## config.mk

```make
export PLATFORM = sky130hd
export DESIGN_NAME = line_drawer
export DESIGN_NICKNAME = d
export VERILOG_FILES = /design/src/rtl/line_drawer.sv
export SDC_FILE = /design/constraint.sdc
export NUM_CORES = 1
export LEC_CHECK = 0
export ABC_AREA = 1
export CELL_PAD_IN_SITES_DETAIL_PLACEMENT = 0
export CELL_PAD_IN_SITES_GLOBAL_PLACEMENT = 1
export CORE_MARGIN = 4
export CORE_UTILIZATION = 32
export CTS_CLUSTER_SIZE = 16
export DETAILED_ROUTE_END_ITERATION = 10
export GPL_TIMING_DRIVEN = 0
export PLACE_DENSITY = 0.62
export SYNTH_ARGS = -nofsm -noshare
export SYNTH_HDL_FRONTEND = slang
export SYNTH_SLANG_ARGS = --single-unit
```

## constraint.sdc

```tcl
create_clock -name clk -period 5.8 [get_ports clk]
set_input_delay 1.16 -clock clk [delete_from_list [all_inputs] [get_ports clk]]
set_output_delay 1.16 -clock clk [all_outputs]
set_load 0.01 [all_outputs]
```

## src/rtl/line_drawer.sv

```systemverilog
// line_drawer: Bresenham line rasterizer for the 640x480 1-bit framebuffer.
//
// Accepts one line request (two endpoints plus a colour) while idle. It waits
// for the upstream clear stage to report done, then emits one pixel write per
// cycle in ascending major-axis order, followed by a one-cycle done pulse.
//
// Ports:
//   clk, reset          clock; synchronous active-high reset
//   start               request strobe, sampled only while idle
//   x0, y0, x1, y1      endpoints, latched on the accepting edge
//   color_in            line colour, latched with the endpoints
//   clear_done          clear-stage done; drawing is held off while it is 0
//   x, y, color         registered pixel write data (valid with pixel_valid)
//   pixel_valid         pixel write strobe
//   busy                high in every state except idle
//   done                one-cycle pulse after the last pixel of a line
//   state_dbg           current FSM state, for debug and checkers
//
// Handshake: a request is accepted on the rising edge where start=1 and busy=0;
// there is no back-pressure on the pixel stream, so every cycle with
// pixel_valid=1 is one completed framebuffer write.
module line_drawer #(
  parameter int XW = 10,
  parameter int YW = 9
) (
  input  logic          clk,
  input  logic          reset,
  input  logic          start,
  input  logic [XW-1:0] x0,
  input  logic [YW-1:0] y0,
  input  logic [XW-1:0] x1,
  input  logic [YW-1:0] y1,
  input  logic          color_in,
  input  logic          clear_done,
  output logic [XW-1:0] x,
  output logic [YW-1:0] y,
  output logic          color,
  output logic          pixel_valid,
  output logic          busy,
  output logic          done,
  output logic [2:0]    state_dbg
);
  // Coordinates are carried XW bits wide internally because a steep line
  // moves y values onto the x (major) axis. Differences need one extra bit
  // for the sign, and the error term one more for the transient err - dy.
  localparam int DW = XW + 1;
  localparam int EW = XW + 2;
  localparam logic [XW-1:0] ONE = XW'(1);

  typedef enum logic [2:0] {
    S_IDLE     = 3'd0,
    S_WAIT_CLR = 3'd1,
    S_SETUP_A  = 3'd2,
    S_SETUP_B  = 3'd3,
    S_DRAW     = 3'd4,
    S_DONE     = 3'd5
  } state_t;

  state_t state, state_n;

  logic [XW-1:0] lx0, ly0, lx1, ly1;   // latched request
  logic          lcolor;
  logic          steep;
  logic [XW-1:0] ax0, ay0, ax1, ay1;   // transformed: a = major, ascending
  logic [DW-1:0] dx, dy;
  logic          ystep_neg;
  logic [EW-1:0] err;
  logic [XW-1:0] cx, cy;

  // Setup A: steepness test and endpoint reordering
  logic [DW-1:0] sdx, sdy, adx, ady;
  logic          steep_c, swap_c;
  logic [XW-1:0] tx0, ty0, tx1, ty1;
  // Setup B: slope terms
  logic [DW-1:0] bdx, bdy_s, bdy;
  logic          yneg_c;
  // Draw: next Bresenham step
  logic [EW-1:0] err_sub, err_nx;
  logic          err_neg;
  logic [XW-1:0] cx_nx, cy_nx;

  always_ff @(posedge clk) begin
    if (reset) state <= S_IDLE;
    else       state <= state_n;
  end

  always_comb begin
    state_n = state;
    case (state)
      S_IDLE:     if (start) state_n = S_WAIT_CLR;
      S_WAIT_CLR: if (clear_done) state_n = S_SETUP_A;
      S_SETUP_A:  state_n = S_SETUP_B;
      S_SETUP_B:  state_n = S_DRAW;
      S_DRAW:     if (cx == ax1) state_n = S_DONE;
      S_DONE:     state_n = S_IDLE;
      default:    state_n = S_IDLE;
    endcase
  end

  assign busy      = (state != S_IDLE);
  assign done      = (state == S_DONE);
  assign state_dbg = state;

  always_comb begin
    sdx     = {1'b0, lx1} - {1'b0, lx0};
    sdy     = {1'b0, ly1} - {1'b0, ly0};
    adx     = sdx[DW-1] ? -sdx : sdx;
    ady     = sdy[DW-1] ? -sdy : sdy;
    steep_c = (ady > adx);
    tx0     = steep_c ? ly0 : lx0;
    ty0     = steep_c ? lx0 : ly0;
    tx1     = steep_c ? ly1 : lx1;
    ty1     = steep_c ? lx1 : ly1;
    swap_c  = (tx0 > tx1);

    bdx     = {1'b0, ax1} - {1'b0, ax0};
    bdy_s   = {1'b0, ay1} - {1'b0, ay0};
    bdy     = bdy_s[DW-1] ? -bdy_s : bdy_s;
    yneg_c  = !(ay0 < ay1);

    // err stays in [0, dx) between steps, so one conditional add of dx
    // after subtracting dy is enough to renormalise it.
    err_sub = err - {1'b0, dy};
    err_neg = err_sub[EW-1];
    err_nx  = err_neg ? (err_sub + {1'b0, dx}) : err_sub;
    cy_nx   = cy;
    if (err_neg) cy_nx = ystep_neg ? (cy - ONE) : (cy + ONE);
    cx_nx   = cx + ONE;
  end

  // Pixel outputs are registered: the edge that enters DRAW loads the first
  // pixel, and each DRAW edge loads the next one, so pixel_valid is high for
  // exactly the cycles spent in DRAW.
  always_ff @(posedge clk) begin
    if (reset) begin
      lx0 <= '0; ly0 <= '0; lx1 <= '0; ly1 <= '0; lcolor <= 1'b0;
      steep <= 1'b0;
      ax0 <= '0; ay0 <= '0; ax1 <= '0; ay1 <= '0;
      dx <= '0; dy <= '0; ystep_neg <= 1'b0; err <= '0;
      cx <= '0; cy <= '0;
      x <= '0; y <= '0; color <= 1'b0; pixel_valid <= 1'b0;
    end else begin
      case (state)
        S_IDLE: begin
          if (start) begin
            lx0    <= x0;
            ly0    <= XW'(y0);
            lx1    <= x1;
            ly1    <= XW'(y1);
            lcolor <= color_in;
          end
        end
        S_SETUP_A: begin
          steep <= steep_c;
          ax0   <= swap_c ? tx1 : tx0;
          ay0   <= swap_c ? ty1 : ty0;
          ax1   <= swap_c ? tx0 : tx1;
          ay1   <= swap_c ? ty0 : ty1;
        end
        S_SETUP_B: begin
          dx          <= bdx;
          dy          <= bdy;
          ystep_neg   <= yneg_c;
          err         <= {2'b00, bdx[DW-1:1]};
          cx          <= ax0;
          cy          <= ay0;
          x           <= steep ? ay0 : ax0;
          y           <= YW'(steep ? ax0 : ay0);
          color       <= lcolor;
          pixel_valid <= 1'b1;
        end
        S_DRAW: begin
          if (cx == ax1) begin
            pixel_valid <= 1'b0;
          end else begin
            err <= err_nx;
            cx  <= cx_nx;
            cy  <= cy_nx;
            x   <= steep ? cy_nx : cx_nx;
            y   <= YW'(steep ? cx_nx : cy_nx);
          end
        end
        default: ;
      endcase
    end
  end

endmodule

```

==> impl_results.md <==
- Outcome: finished clean
- Mapped Area: 12,360 um^2
- Site Rows: 71
- Clock skew: 0.009950 ns
- Cts hold-fix bufs: 0
- Commonest non-fill, non-tap cell in the layout: nand2_1
- Max Freq: 187.3 MHz
- Maximum VDD drop: 262.1 uV
- Pin count of the biggest net entering global routing: 17
- Clock Sinks: 159
- Final min period: 5.340 ns
- RR Startpoint: lx1[0]
- Area of the multi-input gates: 7881 um^2
- Register area: 3186 um^2
- WHS: 0.4727 ns
- DP Worst Slack: 0.1142 ns
- CTS Buf Count: 17
- Min-delay src: ay1[3]
- ANT nets after route: 0
- Worst-path clk slew: 0.07 ns
- Htree depth: 4
- Critical Path Source: lx1[0]
- Via density: 5.067
- Yosys cell types: 48
- Die Y: 204.5 um
- Die Area: 41,820 um^2
- Avg WL per Cell: 18.86 um
- Clk Latency, worst-skew pair: 0.45 ns
- Synth Net Count: 2,056
- Vias: 12,800
- DRC: 0
- Die Span X: 204.5 um
- Final worst setup slack: 0.4600 ns
- Worst Max-Slew Pin Slew: 0.8609 ns
- Fin. Hold Viols: 0
- I/O pins: 69
- Worst EP required: 6.12 ns
- Async set-or-reset flop fraction in the synthesized netlist: 0%
- Synth Register Bits: 159
- Starting density of the core: 32.65%
- Final net count: 2,146
- Yosys warning count: 0
- Crit Path Class: register to register
- Buffers on Ports: 67
- Fill count: 4,211
- Slowest CP cell: fa_1
- Final setup viols: 0
- Antenna violations before repair: 2
- Initial detailed-routing violation count: 835
- Hpwl dp: 39,460 um
- Layout cells sized above 1: 6.253%
- Crit. End Element: register
- Total gr overflow: 0
- EDFF count, synth: 0
- Core area: 37,840 um^2
- CTS tree: done
- Relative slew margins: 42.61%
- Seq/Total Area, Yosys: 25.76%
- Worst Hold Class: register to register
- CP Data Arrival Time: 5.66 ns
- Gpl congestion: 0.9225
- Critical Path Most Common Cell: nand2_1
- Mapped Cells: 1,912
- Most frequent cells in the layout: nand2_1, a21oi_1, inv_1, nand3_1, dfxtp_1
- Pins Over Slew Limit: 0
- First-pass GRT wire length: 73,000 um
- Main flop type after synthesis: dfxtp_1
- Period utilization: 92.07%
- P_leak: 0.006553 uW
- Vias in the first global route: 12,230
- Total GRT Usage: 22.73%
- Area Growth Syn to Fin: 15.96%
- Crit path largest cell delay: 0.40 ns
- Max-cap violations: 0
- Pwr Density: 559.4 nW/um^2
- Mean cell area of the mapped netlist: 6.462 um^2
- Final WL: 47,660 um
- Critical path fanouts, max: 10
- CTS root buf: clkbuf_16
- Startpoint type of the worst setup path: register
- Max clock buf depth: 2
- Initial DRT Pass Iterations: 5
## where the power goes
part | switching [uW] | internal [uW]
Sequential | 190 | 1240
Clock | 536 | 641
Combinational | 3520 | 1890
## final timing paths
kind,slack (ns),cells past startpoint,endpoint
min reg2reg,0.47,2,ay1[3]
min,0.47,2,ay1[3]
max reg2reg,0.46,33,ay0[5]
max,0.46,33,ay0[5]
## state kept, by name, summed over array words and instances, names as in the netlist, 3 cells and up
name	flops
dx	11
cx	10
lx1	10
ay0	10
cy	10
ly1	9
ax0	10
ax1	10
y	9
lx0	10
state_dbg	3
ly0	9
dy	11
err	12
x	10
ay1	10
## worst max-delay path: cells and delay by family, from the launching register on
family / cells / cell delay (ns)
adder cells (fa/ha/maj): 4 / 1.13
AO/OA/AOI/OAI: 5 / 0.60
flip-flops: 1 / 0.36
XOR/XNOR: 2 / 0.54
buffers and inverters: 6 / 0.82
AND/OR/NAND/NOR: 16 / 1.77
## stage by stage
stage                     cells  setup TNS (ns)  area, um^2  utilization (%)  power [uW]
after floorplan            1912               0       12360                -        5300
after global placement     2490               0       13670            36.11        6756
after global routing       2526       -0.001887       14330            37.85        8819
after CTS                  2522               0       14250            37.65        7971
final                      2527               0       14330            37.86        8015
after detailed placement   2490               0       13670            36.11        6767
## final cells by class
class	instances	area share, %
Antenna cell	1	0.01747
Buffer	86	3.153
Clock buffer	18	2.995
Clock inverter	14	1.083
Inverter	235	6.157
Multi-Input combinational cell	1432	55.01
Sequential cell	159	22.23
Tap cell	511	4.462
Timing Repair Buffer	71	4.890
## per-layer routing
layer	track usage, %	share of wire, %
met5	0	0.027
met4	5.887	2.1
met3	3.166	4.9
met2	36.67	45
met1	32.06	48
## kinds of logic (layout without fill, tap and decap cells)
kind of cell / Yosys count / in the layout / share of synthesized area, %
other: 1 / 2 / 0.03035
buffers and inverters: 321 / 424 / 10.65
xor gates and xnor gates: 64 / 64 / 4.598
AOI/OAI and AO/OA: 459 / 459 / 19.93
adders and majority gates: 101 / 101 / 10.65
muxes: 1 / 1 / 0.08102
and+or+nand+nor: 806 / 806 / 28.29
DFF: 159 / 159 / 25.76
## cells in the mapped netlist, drive strengths merged (3+ instances only)
library cell	count	area (um^2)
nand2	477	1843
a21oi	239	1219
inv	235	882.1
nand3	192	983.4
o21ai	177	923.4
dfxtp	159	3183
ha	94	1176
nor2	89	344.1
clkbuf	54	202.7
xor2	40	357.8
buf	32	231.5
xnor2	24	210.2
nand4	21	146.4
o211ai	18	135.1
nor3	12	75.07
nand3b	8	60.06
fa	7	140.1
o21bai	7	52.55
or2	6	37.53
a211oi	4	30.03
a21o	4	30.03
a31oi	3	18.77
o21a	3	22.52
## timing repair
item                                    4_1_cts  5_1_grt
setup buffers                                 0        4
gates resized for setup                       0       22
endpoints found under the setup margin        0       40
(Power assumes the default switching activity.)
==> RTL edit 1: new RTL, config.mk and constraints unchanged <==
Change the parameter `XW` from 10 to 11.
--- a/src/rtl/line_drawer.sv
+++ b/src/rtl/line_drawer.sv
@@ -21,5 +21,5 @@
 // pixel_valid=1 is one completed framebuffer write.
 module line_drawer #(
-  parameter int XW = 10,
+  parameter int XW = 11,
   parameter int YW = 9
 ) (
Interface: changed (resized x, x0 and x1); port bits go from 69 to 72. No check against the original RTL was run, so the function may have changed too.
==> RTL edit 1 against the original RTL <==
First-iteration DRC count rose by 7.4%; largest power group unchanged; sequential power decreased by 4%; wire length rose by 11%; clock skew grew 0.0042 ns; die area grew 6.6%; sequential share of layout area grew 0.15 points; worst setup slack worse by 0.12 ns; final cell count up 5.7%; synthesized area up 6.8%; combinational power shrank 37%; via count rose by 7.9%; total power shrank 24%; sequential cell count rose by 12; cell area rose by 6.8%.
==> RTL edit 1: results <==
group,metric,value,unit
synthesis,synth_seq_area_share,25.9,%
synthesis,ys_dominant_reg_cell,"sky130_fd_sc_hd__dfxtp_1",
drt,finalWirelength,53.0,mm
worst_setup_path,crit_path_max_incr_delay,0.44,ns
final_layout,final_net_count,2280,
placement,place.gp.congestion,0.927,
final_layout,area_share_clock_buf_inv,4.21,%
clocking,clk-insertion-delay-late,0.46,ns
final_layout,nNonClkInverters,249,
synthesis,synth_xor_area_share,5.17,%
final_layout,multi_input_cells,1517,
synthesis,synth_area_leaders,"sky130_fd_sc_hd__dfxtp_1 26%, sky130_fd_sc_hd__nand2_1 14%, sky130_fd_sc_hd__ha_1 9.7%",
placement,placement.setup.worst_slack,-0.325,ns
power,p_leak,6.94,nW
final_layout,num-nonclk-buffers,170,
power,cellInternalPower,0.00319,W
grt,globalRouteMet3Util,3.51,%
clocking,clkSinkCount,171,
synthesis,synthCells,2033,
power,power.sequential.fraction,22.6,%
worst_setup_path,crit_path_top_delay_cell,"sky130_fd_sc_hd__dfxtp_2",
synthesis,synth_compound_gate_area_share,22.3,%
drt,initialDrtViolationCount,897,
worst_setup_path,r2r_cells,34,
grt,grt.total_usage,23.6,%
run_status,status,"complete, no violations",
drt,number_of_iterations_in_the_first_detailed_routing_pass,6,
clocking,cts-buffers-inserted,17,
synthesis,yosys.cell_types.count,50,
grt,grt_first_pass_wirelength,80.1,mm
power,p_clk,0.00131,W
grt,grt.met1_usage,33.2,%
synthesis,synth.top_cells.by_count,"482 x sky130_fd_sc_hd__nand2_1, 251 x sky130_fd_sc_hd__a21oi_1, 242 x sky130_fd_sc_hd__inv_1",
worst_setup_path,worst-path-max-fanout,10,
final_layout,instances_no_fill,2671,
final_layout,largest_registers,"err (13), dx (12), dy (12)",
final_layout,multi_input_area_share,55.1,%
sta,timing.slew.headroom,31.2,%
final_layout,final_layout_size_suffix_gt1_share,5.28,%
clocking,h-tree-depth,4,
drt,number_of_vias_after_detailed_routing,13815,
final_layout,seqCellArea,3430,um2
placement,port_buffers,70,
final_layout,antenna_cells,0,
sta,final.min_clock_period,5.46,ns
grt,grt_pass1_vias,13173,
placement,post-place-cells,2636,
synthesis,fraction_of_synthesized_area_in_multiplexers,0.0758,%
sta,worst_clock_skew,0.0141,ns
synthesis,yosys.area_share.adder,10.7,%
worst_setup_path,worstPathArrival,5.77,ns
final_layout,nonClkBufAreaFrac,7.84,%
placement,dp_hpwl,43.0,mm
grt,use_met2,38.3,%
power,vdd.ir_drop.worst,201,uV
clocking,clock_pin_slew_of_the_registers_on_the_worst_case_setup_and_hold_paths,0.07,ns
final_layout,filler_cell_count,4502,
RTL edit 1: cell types whose count changed after synthesis, sizes merged, moves of 8 or more:
cell / unedited run / this run
nand3: 192 / 165
xor2: 40 / 61
o211ai: 18 / 54
xnor2: 24 / 16
o21ai: 177 / 199
nor3: 12 / 22
dfxtp: 159 / 171
inv: 235 / 248
a21oi: 239 / 253
nand2: 477 / 487
ha: 94 / 102
RTL edit 1: kinds of logic after synthesis:
group           Yosys count
simple gates            786
xor+xnor                 77
compound gates          542
fa+ha+maj               109
flops                   171
other cells               1
buf+inv                 346
mux                       1
RTL edit 1: worst paths after layout:
kind	from	to	slack [ns]
max	ly0[0]	ay0[6]	0.34
min	ax0[10]	ax0[10]	0.47
max reg2reg	ly0[0]	ay0[6]	0.34
min reg2reg	ax0[10]	ax0[10]	0.47
RTL edit 1: critical path, delay by kind of cell (launching register included):
| family | cells | cell delay [ns] |
|---|---|---|
| and+or+nand+nor | 19 | 2.15 |
| adders and majority gates | 4 | 1.28 |
| buffers and inverters | 6 | 0.83 |
| AOI/OAI and AO/OA | 4 | 0.46 |
| DFF | 1 | 0.44 |
| xor gates and xnor gates | 1 | 0.15 |
RTL edit 1: what timing repair did:
item	4_1_cts	5_1_grt
resized for setup	4	21
pin swaps	0	6
setup endpoints to repair	41	43
setup buffers	0	3
RTL edit 1: routing by layer:
| metal | vias up | share of wire, % |
|---|---|---|
| met5 | - | 0 |
| met4 | 0 | 1.9 |
| met3 | 48 | 4.8 |
| met2 | 340 | 45 |
| met1 | 6469 | 48 |
| li1 | 6958 | - |
RTL edit 1: through the flow:
stage                     cell area (um2)  total power (W)
after CTS                           15200          0.00602
after global routing                15300          0.00659
after global placement              14600          0.00469
final                               15300          0.00607
after detailed placement            14600          0.00470
after floorplan                     13200          0.00377
==> RTL edit 2: new RTL, same settings <==
Made on the original files. Put a register stage on the outputs `busy` and `done`, without a reset. The values now appear one clock later. The other outputs are not delayed to match. Comments in the files are not updated.
--- a/src/rtl/line_drawer.sv
+++ b/src/rtl/line_drawer.sv
@@ -98,6 +98,8 @@
   end
 
-  assign busy      = (state != S_IDLE);
-  assign done      = (state == S_DONE);
+  always_ff @(posedge clk) begin
+    busy <= (state != S_IDLE);
+    done <= (state == S_DONE);
+  end
   assign state_dbg = state;
 
Formal check against the unedited RTL: not equivalent (a bounded check fails within 4 cycles, from zero or initial values and one cycle with reset high).
==> RTL edit 2 against the original RTL <==
Sequential cell count grew 2; synthesized area grew 4.5%; first-iteration DRC count grew 14%; count of clock-buffer cells in the layout shrank 1; wire length grew 3.7%; die area grew 4.4%; total power shrank 20%; worst setup slack lost 0.065 ns; sequential power shrank 8%; fmax shrank 1.2%; cell area grew 4.8%; combinational power shrank 29%; critical endpoint is now ay1[2]; largest cell class unchanged; largest power group unchanged.
==> RTL edit 2: results <==
group,metric,value,unit
worst_setup_path,r2r_cells,29,
final_layout,final_net_count,2249,
worst_hold_path,hold_path_startpoint,"lcolor",
synthesis,synth_compound_gate_area_share,18.8,%
sta,setup_violations,0,
placement,place_area,14300,um2
synthesis,yosys.area_share.adder,10.2,%
worst_hold_path,worst_hold_path.endpoint,"color",
worst_setup_path,reg2reg_to,"ay1[2]",
synthesis,synth_xor_area_share,4.53,%
synthesis,yosys.cell_types.count,49,
final_layout,filler_cell_count,4503,
placement,port_buffers,68,
sta,worst_clock_skew,0.0161,ns
worst_setup_path,rr_startpoint,"lx0[7]",
power,p_leak,7.13,nW
final_layout,final_layout_size_suffix_gt1_share,7.65,%
sta,final.hold.worst_slack,0.458,ns
run_status,status,"complete, no violations",
clocking,cts-buffers-inserted,17,
drt,initialDrtViolationCount,956,
power,power.switching_fraction,49.2,%
worst_setup_path,crit_path_top_delay_cell,"sky130_fd_sc_hd__dfxtp_1",
sta,timing_worst_slew_pin_value,0.833,ns
synthesis,synth_area_leaders,"sky130_fd_sc_hd__dfxtp_1 25%, sky130_fd_sc_hd__nand2_1 13%, sky130_fd_sc_hd__nand3_1 10%",
placement,dp_hpwl,40.3,mm
power,vdd.ir_drop.worst,214,uV
final_layout,antenna_cells,0,
grt,initial_antenna_violation_count,0,
worst_setup_path,crit_path_max_incr_delay,0.42,ns
drt,wire_per_inst,18.7,um
worst_setup_path,worst-r2r-setup-slack,0.39,ns
synthesis,synth_seq_area_share,25.0,%
drt,vias_per_cell,5.07,
grt,grt_first_pass_wirelength,75.5,mm
grt,grt.total_usage,22.2,%
placement,place.gp.congestion,0.917,
synthesis,fraction_of_synthesized_area_in_multiplexers,0,%
==> RTL edit 2: cell count changes after synthesis, sizes merged, moves of 9 or more <==
cell   before  now
nor2       89  107
o21ai     177  164
and2        0    9
xnor2      24   12
xor2       40   54
nand3     192  268
inv       235  263
==> RTL edit 2: power by group through the flow <==
stage	logic, W	clock network (W)	registers (W)
final	0.00386	0.00120	0.00131
after global routing	0.00435	0.00126	0.00133
after CTS	0.00366	0.00122	0.00131
after detailed placement	0.00364	0	0.00134
after global placement	0.00362	0	0.00134
after floorplan	0.00269	0	0.00129
==> RTL edit 2: worst min-delay path, delay by kind of cell, from the launching register on <==
kind / cells / cell delay [ns]
buffers and inverters: 1 / 0.06
AOI/OAI and AO/OA: 1 / 0.06
DFF: 1 / 0.30
==> RTL edit 2: kinds of logic after synthesis <==
logic type / count (synthesis)
and+or+nand+nor: 897
AOI/OAI and AO/OA: 435
buffers and inverters: 352
DFF: 161
adders and majority gates: 101
xor gates and xnor gates: 66
other: 1
==> RTL edit 2: area by class of cell <==
| class | instances | area (um2) | share of cell area, % |
|---|---|---|---|
| tap | 525 | 657 | 4.37 |
| inverter | 263 | 987 | 6.57 |
| buffer | 89 | 488 | 3.25 |
| sequential | 161 | 3220 | 21.5 |
| clock buffer | 17 | 425 | 2.83 |
| multi-input combinational | 1500 | 8350 | 55.6 |
| clock inverter | 15 | 174 | 1.16 |
| timing repair buffer | 73 | 722 | 4.81 |
==> RTL edit 2: how the worst max path moves through the flow <==
| stage | cells past startpoint | endpoint | startpoint |
|---|---|---|---|
| global route | 32 | ay0[2] | lx1[0] |
| global placement | 28 | ay1[1] | ly1[0] |
| floorplan | 29 | ay1[0] | ly0[0] |
| detailed placement | 27 | ax1[1] | ly0[0] |
| CTS | 28 | ax0[8] | ly1[0] |
| finish | 29 | ay1[2] | lx0[7] |
==> RTL edit 2: timing repair <==
item	CTS	global route
setup buffers	0	3
pin swaps	0	3
endpoints found under the hold margin	0	0
resized for setup	3	52
endpoints found under the setup margin	23	40
gates cloned	0	2
==> RTL edit 2: per-layer routing <==
| metal | global-route usage, % | vias to the layer above | part of all wire (%) |
|---|---|---|---|
| met2 | 35.7 | 284 | 45 |
| li1 | - | 6820 | - |
| met3 | 2.96 | 57 | 4.1 |
| met4 | 6.26 | 0 | 2.4 |
| met5 | 0 | - | 0 |
| met1 | 31.2 | 6236 | 49 |
==> RTL edit 2: stage by stage <==
stage,worst slack [ns],cells
6_report,0.395,2643
2_1_floorplan,1.18,2013
3_5_place_dp,-0.0990,2606
4_1_cts,0.0468,2638
3_3_place_gp,-0.0750,2606
5_1_grt,0.00296,2643
